### src/rtl/state_dump_reader.sv
// End-of-run dump engine: walks the register file, then a window of data memory,
// presenting one word per valid/ready handshake. The top muxes rf_addr/mem_addr in while dump_active.
module state_dump_reader #(
    parameter int          REG_COUNT = 32,
    parameter int          MEM_WORDS = 64,
    parameter logic [31:0] MEM_BASE  = 32'h0000_0000,
    parameter int          MEM_LAT   = 1
) (
    input  logic        clk,
    input  logic        reset,
    input  logic        start,
    output logic        dump_active,
    output logic        done,
    output logic [4:0]  rf_addr,
    input  logic [31:0] rf_data,
    output logic [31:0] mem_addr,
    output logic        mem_read,
    input  logic [31:0] mem_data,
    output logic        dump_valid,
    input  logic        dump_ready,
    output logic        dump_is_mem,
    output logic [15:0] dump_index,
    output logic [31:0] dump_data
);

    localparam int MAX_N = (REG_COUNT > MEM_WORDS) ? REG_COUNT : MEM_WORDS;
    localparam int IDX_W = (MAX_N > 1) ? $clog2(MAX_N) : 1;
    localparam logic [IDX_W-1:0] REG_LAST = IDX_W'(REG_COUNT - 1);
    localparam logic [IDX_W-1:0] MEM_LAST = IDX_W'(MEM_WORDS - 1);
    localparam logic [2:0]       LAT_LAST = 3'(MEM_LAT);

    typedef enum logic [2:0] {
        S_IDLE,
        S_REG_RD,
        S_REG_OUT,
        S_MEM_REQ,
        S_MEM_WAIT,
        S_MEM_OUT,
        S_DONE
    } state_t;

    state_t             state_q, state_d;
    logic [IDX_W-1:0]   idx_q, idx_d;
    logic [2:0]         lat_q, lat_d;
    logic               active_q, active_d;
    logic               done_q, done_d;
    logic               valid_q, valid_d;
    logic               mem_read_q, mem_read_d;
    logic [4:0]         rf_addr_q, rf_addr_d;
    logic [31:0]        mem_addr_q, mem_addr_d;
    logic               is_mem_q, is_mem_d;
    logic [15:0]        dindex_q, dindex_d;
    logic [31:0]        ddata_q, ddata_d;
    logic [IDX_W-1:0]   idx_inc;

    assign idx_inc = idx_q + 1'b1;

    always_ff @(posedge clk) begin
        if (reset) begin
            state_q    <= S_IDLE;
            idx_q      <= '0;
            lat_q      <= '0;
            active_q   <= 1'b0;
            done_q     <= 1'b0;
            valid_q    <= 1'b0;
            mem_read_q <= 1'b0;
            rf_addr_q  <= '0;
            mem_addr_q <= '0;
            is_mem_q   <= 1'b0;
            dindex_q   <= '0;
            ddata_q    <= '0;
        end else begin
            state_q    <= state_d;
            idx_q      <= idx_d;
            lat_q      <= lat_d;
            active_q   <= active_d;
            done_q     <= done_d;
            valid_q    <= valid_d;
            mem_read_q <= mem_read_d;
            rf_addr_q  <= rf_addr_d;
            mem_addr_q <= mem_addr_d;
            is_mem_q   <= is_mem_d;
            dindex_q   <= dindex_d;
            ddata_q    <= ddata_d;
        end
    end

    // Addresses are registered on entry to REG_RD / MEM_REQ so they are stable for the whole access.
    always_comb begin
        state_d    = state_q;
        idx_d      = idx_q;
        lat_d      = lat_q;
        active_d   = active_q;
        done_d     = done_q;
        valid_d    = valid_q;
        mem_read_d = mem_read_q;
        rf_addr_d  = rf_addr_q;
        mem_addr_d = mem_addr_q;
        is_mem_d   = is_mem_q;
        dindex_d   = dindex_q;
        ddata_d    = ddata_q;

        case (state_q)
            S_IDLE, S_DONE: begin
                if (start) begin
                    state_d   = S_REG_RD;
                    idx_d     = '0;
                    rf_addr_d = '0;
                    done_d    = 1'b0;
                    active_d  = 1'b1;
                end
            end
            S_REG_RD: begin
                ddata_d  = rf_data;
                is_mem_d = 1'b0;
                dindex_d = 16'(idx_q);
                valid_d  = 1'b1;
                state_d  = S_REG_OUT;
            end
            S_REG_OUT: begin
                if (dump_ready) begin
                    valid_d = 1'b0;
                    if (idx_q == REG_LAST) begin
                        if (MEM_WORDS == 0) begin
                            state_d  = S_DONE;
                            active_d = 1'b0;
                            done_d   = 1'b1;
                        end else begin
                            idx_d      = '0;
                            mem_addr_d = MEM_BASE;
                            mem_read_d = 1'b1;
                            state_d    = S_MEM_REQ;
                        end
                    end else begin
                        idx_d     = idx_inc;
                        rf_addr_d = 5'(idx_inc);
                        state_d   = S_REG_RD;
                    end
                end
            end
            S_MEM_REQ: begin
                lat_d   = 3'd1;
                state_d = S_MEM_WAIT;
            end
            S_MEM_WAIT: begin
                if (lat_q == LAT_LAST) begin
                    ddata_d    = mem_data;
                    is_mem_d   = 1'b1;
                    dindex_d   = 16'(idx_q);
                    valid_d    = 1'b1;
                    mem_read_d = 1'b0;
                    state_d    = S_MEM_OUT;
                end else begin
                    lat_d = lat_q + 3'd1;
                end
            end
            S_MEM_OUT: begin
                if (dump_ready) begin
                    valid_d = 1'b0;
                    if (idx_q == MEM_LAST) begin
                        state_d  = S_DONE;
                        active_d = 1'b0;
                        done_d   = 1'b1;
                    end else begin
                        idx_d      = idx_inc;
                        mem_addr_d = MEM_BASE + (32'(idx_inc) << 2);
                        mem_read_d = 1'b1;
                        state_d    = S_MEM_REQ;
                    end
                end
            end
            default: state_d = S_IDLE;
        endcase
    end

    assign dump_active = active_q;
    assign done        = done_q;
    assign rf_addr     = rf_addr_q;
    assign mem_addr    = mem_addr_q;
    assign mem_read    = mem_read_q;
    assign dump_valid  = valid_q;
    assign dump_is_mem = is_mem_q;
    assign dump_index  = dindex_q;
    assign dump_data   = ddata_q;

endmodule

### config.mk
export PLATFORM = sky130hd
export DESIGN_NAME = state_dump_reader
export DESIGN_NICKNAME = d
export VERILOG_FILES = /design/src/rtl/state_dump_reader.sv
export SDC_FILE = /design/constraint.sdc
export NUM_CORES = 1
export LEC_CHECK = 0
export CORE_AREA = 2 2 83 85
export CTS_CLUSTER_DIAMETER = 50
export DETAILED_ROUTE_END_ITERATION = 12
export DIE_AREA = 0 0 85 87
export DONT_BUFFER_PORTS = 1
export PLACE_DENSITY = 0.69
export SETUP_SLACK_MARGIN = 0.15
export SYNTH_ARGS = -nofsm -noshare
export SYNTH_HDL_FRONTEND = slang
export SYNTH_SLANG_ARGS = --single-unit
### constraint.sdc
create_clock -name clk -period 2.5 [get_ports clk]
set_clock_uncertainty 0.05 [all_clocks]
set_input_delay 0.375 -clock clk [delete_from_list [all_inputs] [get_ports clk]]
set_output_delay 0.375 -clock clk [all_outputs]
set_load 0.01 [all_outputs]
==> out/results.txt, run 1 <==
CP Max Fanout - 16
Netlist cell types - 58
Max cap viols - 0
Critical path arrival - 2270 ps
Cts repair resizes - 0
Port Buffers - 0
Die Span Y - 87 µm
Avg WL per Cell - 15.5 µm
Top cell type's share of synthesized area - 0.382
Met1 Resource Use GR - 0.249
Top cells by area, synth - dfxtp_1 (38%), mux2i_1 (11%), buf_4 (8.7%)
Antenna diodes - 0
Initial antenna violation count - 0
Met2 Use GR - 0.283
Maximum vdd drop - 0.000362 V
Clk buf depth - 2
Critical path launch point type - flip-flop
Drt initial violations - 134
Setup TNS - 0 ps
Clock root cell - clkbuf_8
CTS sink cnt - 66
Top cells by count, synth - dfxtp_1 (66), nor2_1 (49), buf_4 (40)
Maximum achievable frequency - 481 MHz
FF+latch area - 1320 µm²
CTS tree - yes
Final Max Tran Viols - 0
Ports - 158
CTS clk-pin slew, worst paths - 80 ps
Critical path class - flip-flop to flip-flop
Area growth from synthesis to final layout - 1.48%
H-tree levels - 3
Placed cells - 434
PD cells - 650 nW/µm²
Non-filler instance count after layout - 450
Post-Synthesis Cells - 382
Final setup fails - 0
Vias in the first global route - 2,249
Most used DFF post-synth - dfxtp_1
Worst Hold Slack - 59.3 ps
Post-layout min period - 2080 ps
Cell Area, Synth - 3460 µm²
Status - completed
Final HPWL DP - 4790 µm
Crit. End Element - flip-flop
Synth Register Bits - 66
Vias per std cell - 5.73
Met3 usage - 0.0521
DRC - 0
Top-count cell post-synth - dfxtp_1
Mean Syn Cell Area - 9.06 µm²
Hold Path Class - primary input to flip-flop
Util after Layout - 0.534
Via count - 2,580
Worst-Skew Late Latency - 340 ps
Initial core utilization - 0.527
Fin. Hold Viols - 0
FFs w/ async S/R, synth - 0
Worst EP required - 2690 ps
Number of routed nets with antenna violations - 0
Slew at the pin closest to its max-slew limit - 690 ps
Aggregate global routing overflow - 0
Design Area, Final - 3510 µm²
Inserted Clock Buffers - 9
Die Span X - 85 µm
Post-CTS setup buffers - 0
Area of the multi-input gates - 1840 µm²
Die ar. - 7400 µm²
Gpl congestion - 0.824
Core Area - 6570 µm²
Ys Warns - 0
Site Rows - 30
Filler cell count - 629
Post-synth EDFFs - 0
First-pass GRT wire length - 11,200 µm
Nets@finish - 437
GRT Total Usage - 0.190
First-pass iteration count of the detailed router - 6
Largest net degree at the start of global routing - 72
Total Routed Length - 6950 µm
Worst rel slew slack - 0.540
Share of cells above drive strength 1 - 0.0703
Leakage power figure - 0.00119 µW
Final critical-path share of the clock period - 0.831
RSZ-0062 raised after global routing - no
Busiest grt layer - met2
Biggest area consumer among synthesized cells - dfxtp_1
Sequential fraction of the synthesis area - 0.382
Post-place instance area - 3330 µm²
Hold buffer count at cts - 0
-- metal layers --
layer	wire, µm	up-vias
met5	0	-
met4	200	0
met3	488	17
met2	3210	94
met1	3050	1186
li1	-	1283
-- cell families (layout without fill, tap and decap cells) --
family	count (synthesis)	in the layout	share of synthesized area
buf+inv	74	27	0.128
compound gates	89	89	0.195
other cells	1	36	0.00108
simple gates	101	101	0.144
flops	66	66	0.382
fa+ha+maj	4	4	0.0145
mux	41	41	0.119
xor+xnor	6	6	0.0152
-- cells in the final DEF (no fill, tap or decap), drive strengths merged, types with 6 or more instances in the layout --
master / count
a211oi: 34
a21oi: 14
clkbuf: 9
conb: 36
dfxtp: 66
inv: 11
mux2i: 39
nand2: 10
nand3: 8
nor2: 49
o21ai: 7
o2bb2ai: 6
-- through the flow --
stage,setup WS [ps],power [µW]
final,423,2280
after global routing,275,2400
after CTS,437,2310
after detailed placement,450,1510
after global placement,507,1500
after floorplan,608,1510
-- where the power goes --
group          switching (µW)  total (µW)  internal, µW  leakage, µW
Combinational             160         267           107     0.000562
Clock                     437         804           367    0.0000875
Sequential               91.0        1210          1120     0.000537
Total                     688        2280          1590      0.00119
-- area by class of cell --
type                    instances  area share
well taps                      80      0.0285
multi-input cells             277       0.524
clock buffers                   9      0.0353
repair buffers                  2      0.0114
inverters                       9     0.00962
clock inverters                 7      0.0153
flip-flops and latches         66       0.376
-- critical path, cell delays in order, from the launching register on --
cell	delay (ps)
dfxtp_1	670
or3b_1	530
o21ai_0	200
a31oi_1	240
a22o_1	290
-- state kept, by name, summed over array words and instances (netlist names), 3 cells and up --
signal	count
dump_index	6
mem_addr	6
lat_q	3
dump_data	32
idx_q	6
state_q	3
rf_addr	5
-- path summary, 6_finish.rpt --
kind | from | endpoint | slack [ps] | cells past startpoint
max reg2reg | state_q[1] | mem_addr[2] | 420 | 4
min reg2reg | lat_q[0] | lat_q[0] | 470 | 1
max | state_q[1] | mem_addr[2] | 420 | 4
min | reset | rf_addr[2] | 60 | 1
Power figures use the tool's default switching activity.
==> run 2, diff against run 1 <==
--- a/config.mk
+++ b/config.mk
@@ -10,7 +10,7 @@
 export DETAILED_ROUTE_END_ITERATION = 12
 export DIE_AREA = 0 0 85 87
 export DONT_BUFFER_PORTS = 1
-export PLACE_DENSITY = 0.69
+export PLACE_DENSITY = 0.71
 export SETUP_SLACK_MARGIN = 0.15
 export SYNTH_ARGS = -nofsm -noshare
 export SYNTH_HDL_FRONTEND = slang
==> constraint.sdc (replaced) <==
create_clock -name clk -period 1.87 [get_ports clk]
set_clock_uncertainty 0.05 [all_clocks]
set_input_delay 0.2805 -clock clk [delete_from_list [all_inputs] [get_ports clk]]
set_output_delay 0.2805 -clock clk [all_outputs]
set_load 0.01 [all_outputs]
==> run 2 against run 1 <==
Effect of this change:
- sequential power grew 33%
- critical path depth is the same
- via count grew 6.6%
- first-iteration DRC count shrank 6.7%
- highest routed layer unchanged
- final area grew 14%
- setup slack lost 260 ps
- routed wire length grew 17%
- critical endpoint is now state_q[0]
- hold slack gained 8.3 ps
- count of clock-buffer cells in the layout grew 2
- core utilization grew 7.4 points
==> out/results.txt, run 2 (same netlist as run 1, synthesis figures left out) <==
Vias per std cell - 5.71
Via count - 2,751
Ports - 158
Port Buffers - 0
Gpl congestion - 0.834
DRC - 0
Leakage power figure - 0.00142 µW
Final setup fails - 0
Maximum achievable frequency - 585 MHz
Util after Layout - 0.608
Number of routed nets with antenna violations - 0
Worst-Skew Late Latency - 350 ps
Share of cells above drive strength 1 - 0.194
Nets@finish - 469
PD cells - 855 nW/µm²
Final Max Tran Viols - 0
Total Routed Length - 8100 µm
GRT Total Usage - 0.206
Critical path arrival - 1900 ps
Placement Setup Slack - 45.6 ps
Largest net degree at the start of global routing - 53
Crit. End Element - flip-flop
Fin. Hold Viols - 0
Initial core utilization - 0.527
Most frequent cells in the layout - dfxtp_1 (59), nor2_1 (49), mux2i_1 (39)
Max cap viols - 0
CTS tree - yes
Core Area - 6570 µm²
Site Rows - 30
Final WS setup - 162 ps
Clock root cell - clkbuf_8
Worst EP required - 2060 ps
Drt initial violations - 125
Filler cell count - 556
H-tree levels - 3
Number of flip-flops in the largest register - 32
Area growth from synthesis to final layout - 15.5%
Post-layout min period - 1710 ps
RSZ-0062 raised after global routing - yes
First-pass iteration count of the detailed router - 4
Hold Path Class - primary input to flip-flop
Final critical-path share of the clock period - 0.913
CTS clk-pin slew, worst paths - 80 ps
Die Span Y - 87 µm
Maximum vdd drop - 0.000712 V
Status - completed
Critical path class - flip-flop to flip-flop
Commonest non-fill, non-tap cell in the layout - dfxtp_1
Antenna diodes - 0
First-pass GRT wire length - 12,100 µm
Clk buf depth - 2
Final HPWL DP - 5390 µm
Die ar. - 7400 µm²
Setup TNS - 0 ps
CP Max Fanout - 14
Critical path launch point type - flip-flop
Initial antenna violation count - 0
CTS sink cnt - 66
Vias in the first global route - 2,477
Inserted Clock Buffers - 9
Aggregate global routing overflow - 0
Die Span X - 85 µm
Avg WL per Cell - 16.8 µm
## run 2: layout make-up
type	instances	area (µm²)	area share
well taps	80	100	0.0250
flip-flops and latches	66	1350	0.337
repair buffers	34	375	0.0939
multi-input cells	277	1930	0.483
clock buffers	11	131	0.0329
clock inverters	5	78.8	0.0197
inverters	9	33.8	0.00845
## run 2: worst paths after layout
check,startpoint,endpoint,slack [ps],cells after the start
max,state_q[2],state_q[0],160,4
min,reset,rf_addr[3],70,2
max reg2reg,state_q[2],state_q[0],160,4
min reg2reg,lat_q[0],lat_q[0],440,1
## run 2: report_power, final
| group | internal (µW) | leakage (µW) | switching, µW |
|---|---|---|---|
| clock network | 749 | 0.000107 | 542 |
| logic | 235 | 0.000768 | 281 |
| registers | 1490 | 0.000543 | 115 |
| total | 2480 | 0.00142 | 938 |
## run 2: timing repair
action,CTS,global route
cloned,0,3
hold buffers,2,0
setup endpoints to repair,30,55
pin swaps,1,13
buffers inserted,1,8
hold endpoints to repair,52,0
resized for setup,12,28
## run 2: metrics by stage
step / power [µW] / instance area [µm²] / std cells / hold slack (ps)
final: 3420 / 4000 / 482 / 67.6
after global routing: 3580 / 4000 / 482 / 67.4
after CTS: 3370 / 3760 / 471 / 60.7
after detailed placement: 2050 / 3480 / 452 / 305
after global placement: 2030 / 3480 / 452 / 306
after floorplan: 2020 / 3610 / 417 / 429
## run 2: routing by layer
metal	up-vias	GRT usage	routed length, µm
met5	-	0	0
met4	0	0.0909	140
met3	16	0.0493	445
met2	91	0.334	4050
met1	1304	0.261	3460
li1	1340	-	-
## run 2: critical path, cell delays in order, from the launching register on
cell and delay [ps]:
dfxtp_4 390, buf_4 160, or2_2 300, a311o_1 410
o31ai_2 300
==> run 3, diff against run 2 <==
==> constraint.sdc (replaced) <==
create_clock -name clk -period 1.43 [get_ports clk]
set_clock_uncertainty 0.05 [all_clocks]
set_input_delay 0.2145 -clock clk [delete_from_list [all_inputs] [get_ports clk]]
set_output_delay 0.2145 -clock clk [all_outputs]
set_load 0.01 [all_outputs]
==> run 3 against run 2 <==
Effect of this change:
- the run now ends with hold timing, setup timing left
- final area up 32%
- clock power increased by 33%
- first-iteration DRC count grew 10%
- register-to-register slack lost 480 ps
- fmax fell by 2.2%
- core utilization grew 19 points
- die area unchanged
- sequential cell count is the same
- critical endpoint is now dump_valid
- largest cell class unchanged
==> out/results.txt, run 3 (same netlist as run 1, synthesis figures left out) <==
Status - finished, violations left
Failing checks - hold timing, setup timing
Hold Path Class - primary input to flip-flop
Final setup fails - 63
Initial core utilization - 0.527
Core Area - 6570 µm²
Filler cell count - 379
Total Routed Length - 11,500 µm
Inserted Clock Buffers - 9
Port Buffers - 0
Util after Layout - 0.803
Final Max Tran Viols - 0
Die ar. - 7400 µm²
Final HPWL DP - 5490 µm
Worst EP required - 1630 ps
Most frequent cells in the layout - dfxtp_1 (59), buf_4 (43), nor2_1 (37)
Reg2reg path depth - 9
Post-layout min period - 1750 ps
Worst Hold Slack - -125 ps
Site Rows - 30
Maximum vdd drop - 0.000713 V
Final critical-path share of the clock period - 1.22
Share of cells above drive strength 1 - 0.426
Nets@finish - 529
CTS tree - yes
CP Cell Sequence - buf_6, buf_6, nand4bb_4, a21oi_4, buf_12, buf_6, buf_12, nor2_1, a211oi_1
Die Span X - 85 µm
Met3 routed WL - 634 µm
Antenna diodes - 0
GRT Total Usage - 0.280
Ports - 158
CTS sink cnt - 66
Crit. End Element - flip-flop
First-pass GRT wire length - 15,900 µm
Via count - 3,196
Number of flip-flops in the largest register - 32
Area growth from synthesis to final layout - 52.4%
Die Span Y - 87 µm
Area of the multi-input gates - 2310 µm²
Worst path slowest cell - dfxtp_4
Clock root cell - clkbuf_8
Critical path arrival - 1950 ps
Initial antenna violation count - 0
CP Max Fanout - 8
Vias in the first global route - 3,074
RSZ-0062 raised after global routing - yes
Leakage power figure - 0.00196 µW
First-pass iteration count of the detailed router - 4
PD cells - 943 nW/µm²
DR top layer - met4
Max cap viols - 0
CTS clk-pin slew, worst paths - 70 ps
Drt initial violations - 138
FF+latch area - 1340 µm²
Number of routed nets with antenna violations - 0
Worst hold path cell count - 1
Vias per std cell - 5.90
Final WS setup - -317 ps
Avg WL per Cell - 21.2 µm
H-tree levels - 3
Critical path class - flip-flop to flip-flop
Clk buf depth - 2
Maximum achievable frequency - 572 MHz
Worst-Skew Late Latency - 350 ps
Metal-1 WL - 4270 µm
Slowest stage delay, CP - 400 ps
Fin. Hold Viols - 52
Commonest non-fill, non-tap cell in the layout - dfxtp_1
Cell mode on critical path - buf_6
Aggregate global routing overflow - 0
Critical path launch point type - flip-flop
DRC - 0
Gpl congestion - 0.875
Largest net degree at the start of global routing - 63
Metal2 WL - 6150 µm
## run 3: cell type report
| type | count | share of cell area |
|---|---|---|
| Inverter | 9 | 0.00688 |
| Multi-Input combinational cell | 277 | 0.438 |
| Clock inverter | 6 | 0.0154 |
| Timing Repair Buffer | 94 | 0.242 |
| Sequential cell | 66 | 0.255 |
| Tap cell | 80 | 0.0190 |
| Clock buffer | 10 | 0.0242 |
## run 3: routing by layer
| metal | vias to the layer above | global-route usage |
|---|---|---|
| met5 | - | 0 |
| met1 | 1563 | 0.303 |
| met4 | 0 | 0.123 |
| li1 | 1467 | - |
| met2 | 134 | 0.524 |
| met3 | 32 | 0.0588 |
## run 3: power by group
group          internal (µW)  total, µW  switching [µW]
combinational            614       1140             523
sequential              1960       2120             166
clock                    971       1710             740
## run 3: what timing repair did
action	in CTS	in global routing
setup buffers	26	13
cloned	15	1
endpoints found under the hold margin	53	53
pin swaps	29	36
setup endpoints to repair	65	66
resized for setup	66	70
## run 3: final timing paths
check              startpoint  slack [ps]           to
setup / recovery   state_q[2]        -320   dump_valid
hold reg to reg   mem_addr[4]         470  mem_addr[4]
hold / removal          reset        -130  dump_is_mem
setup reg to reg   state_q[2]        -320   dump_valid
## run 3: per-stage QoR
stage,cells,area [µm²],setup WS [ps],setup TNS [ps],power (µW)
after global routing,542,5270,-368,-18720,5130
after global placement,471,3700,-248,-8470,2690
final,542,5270,-317,-16120,4970
after detailed placement,471,3700,-284,-10640,2710
after floorplan,417,3790,-221,-3720,2680
after CTS,528,4820,-270,-12370,4710
## run 3: critical path, delay by kind of cell (launching register included)
kind	cells	cell delay, ps
AOI/OAI and AO/OA	2	450
buffers and inverters	5	580
DFF	1	400
and+or+nand+nor	2	170
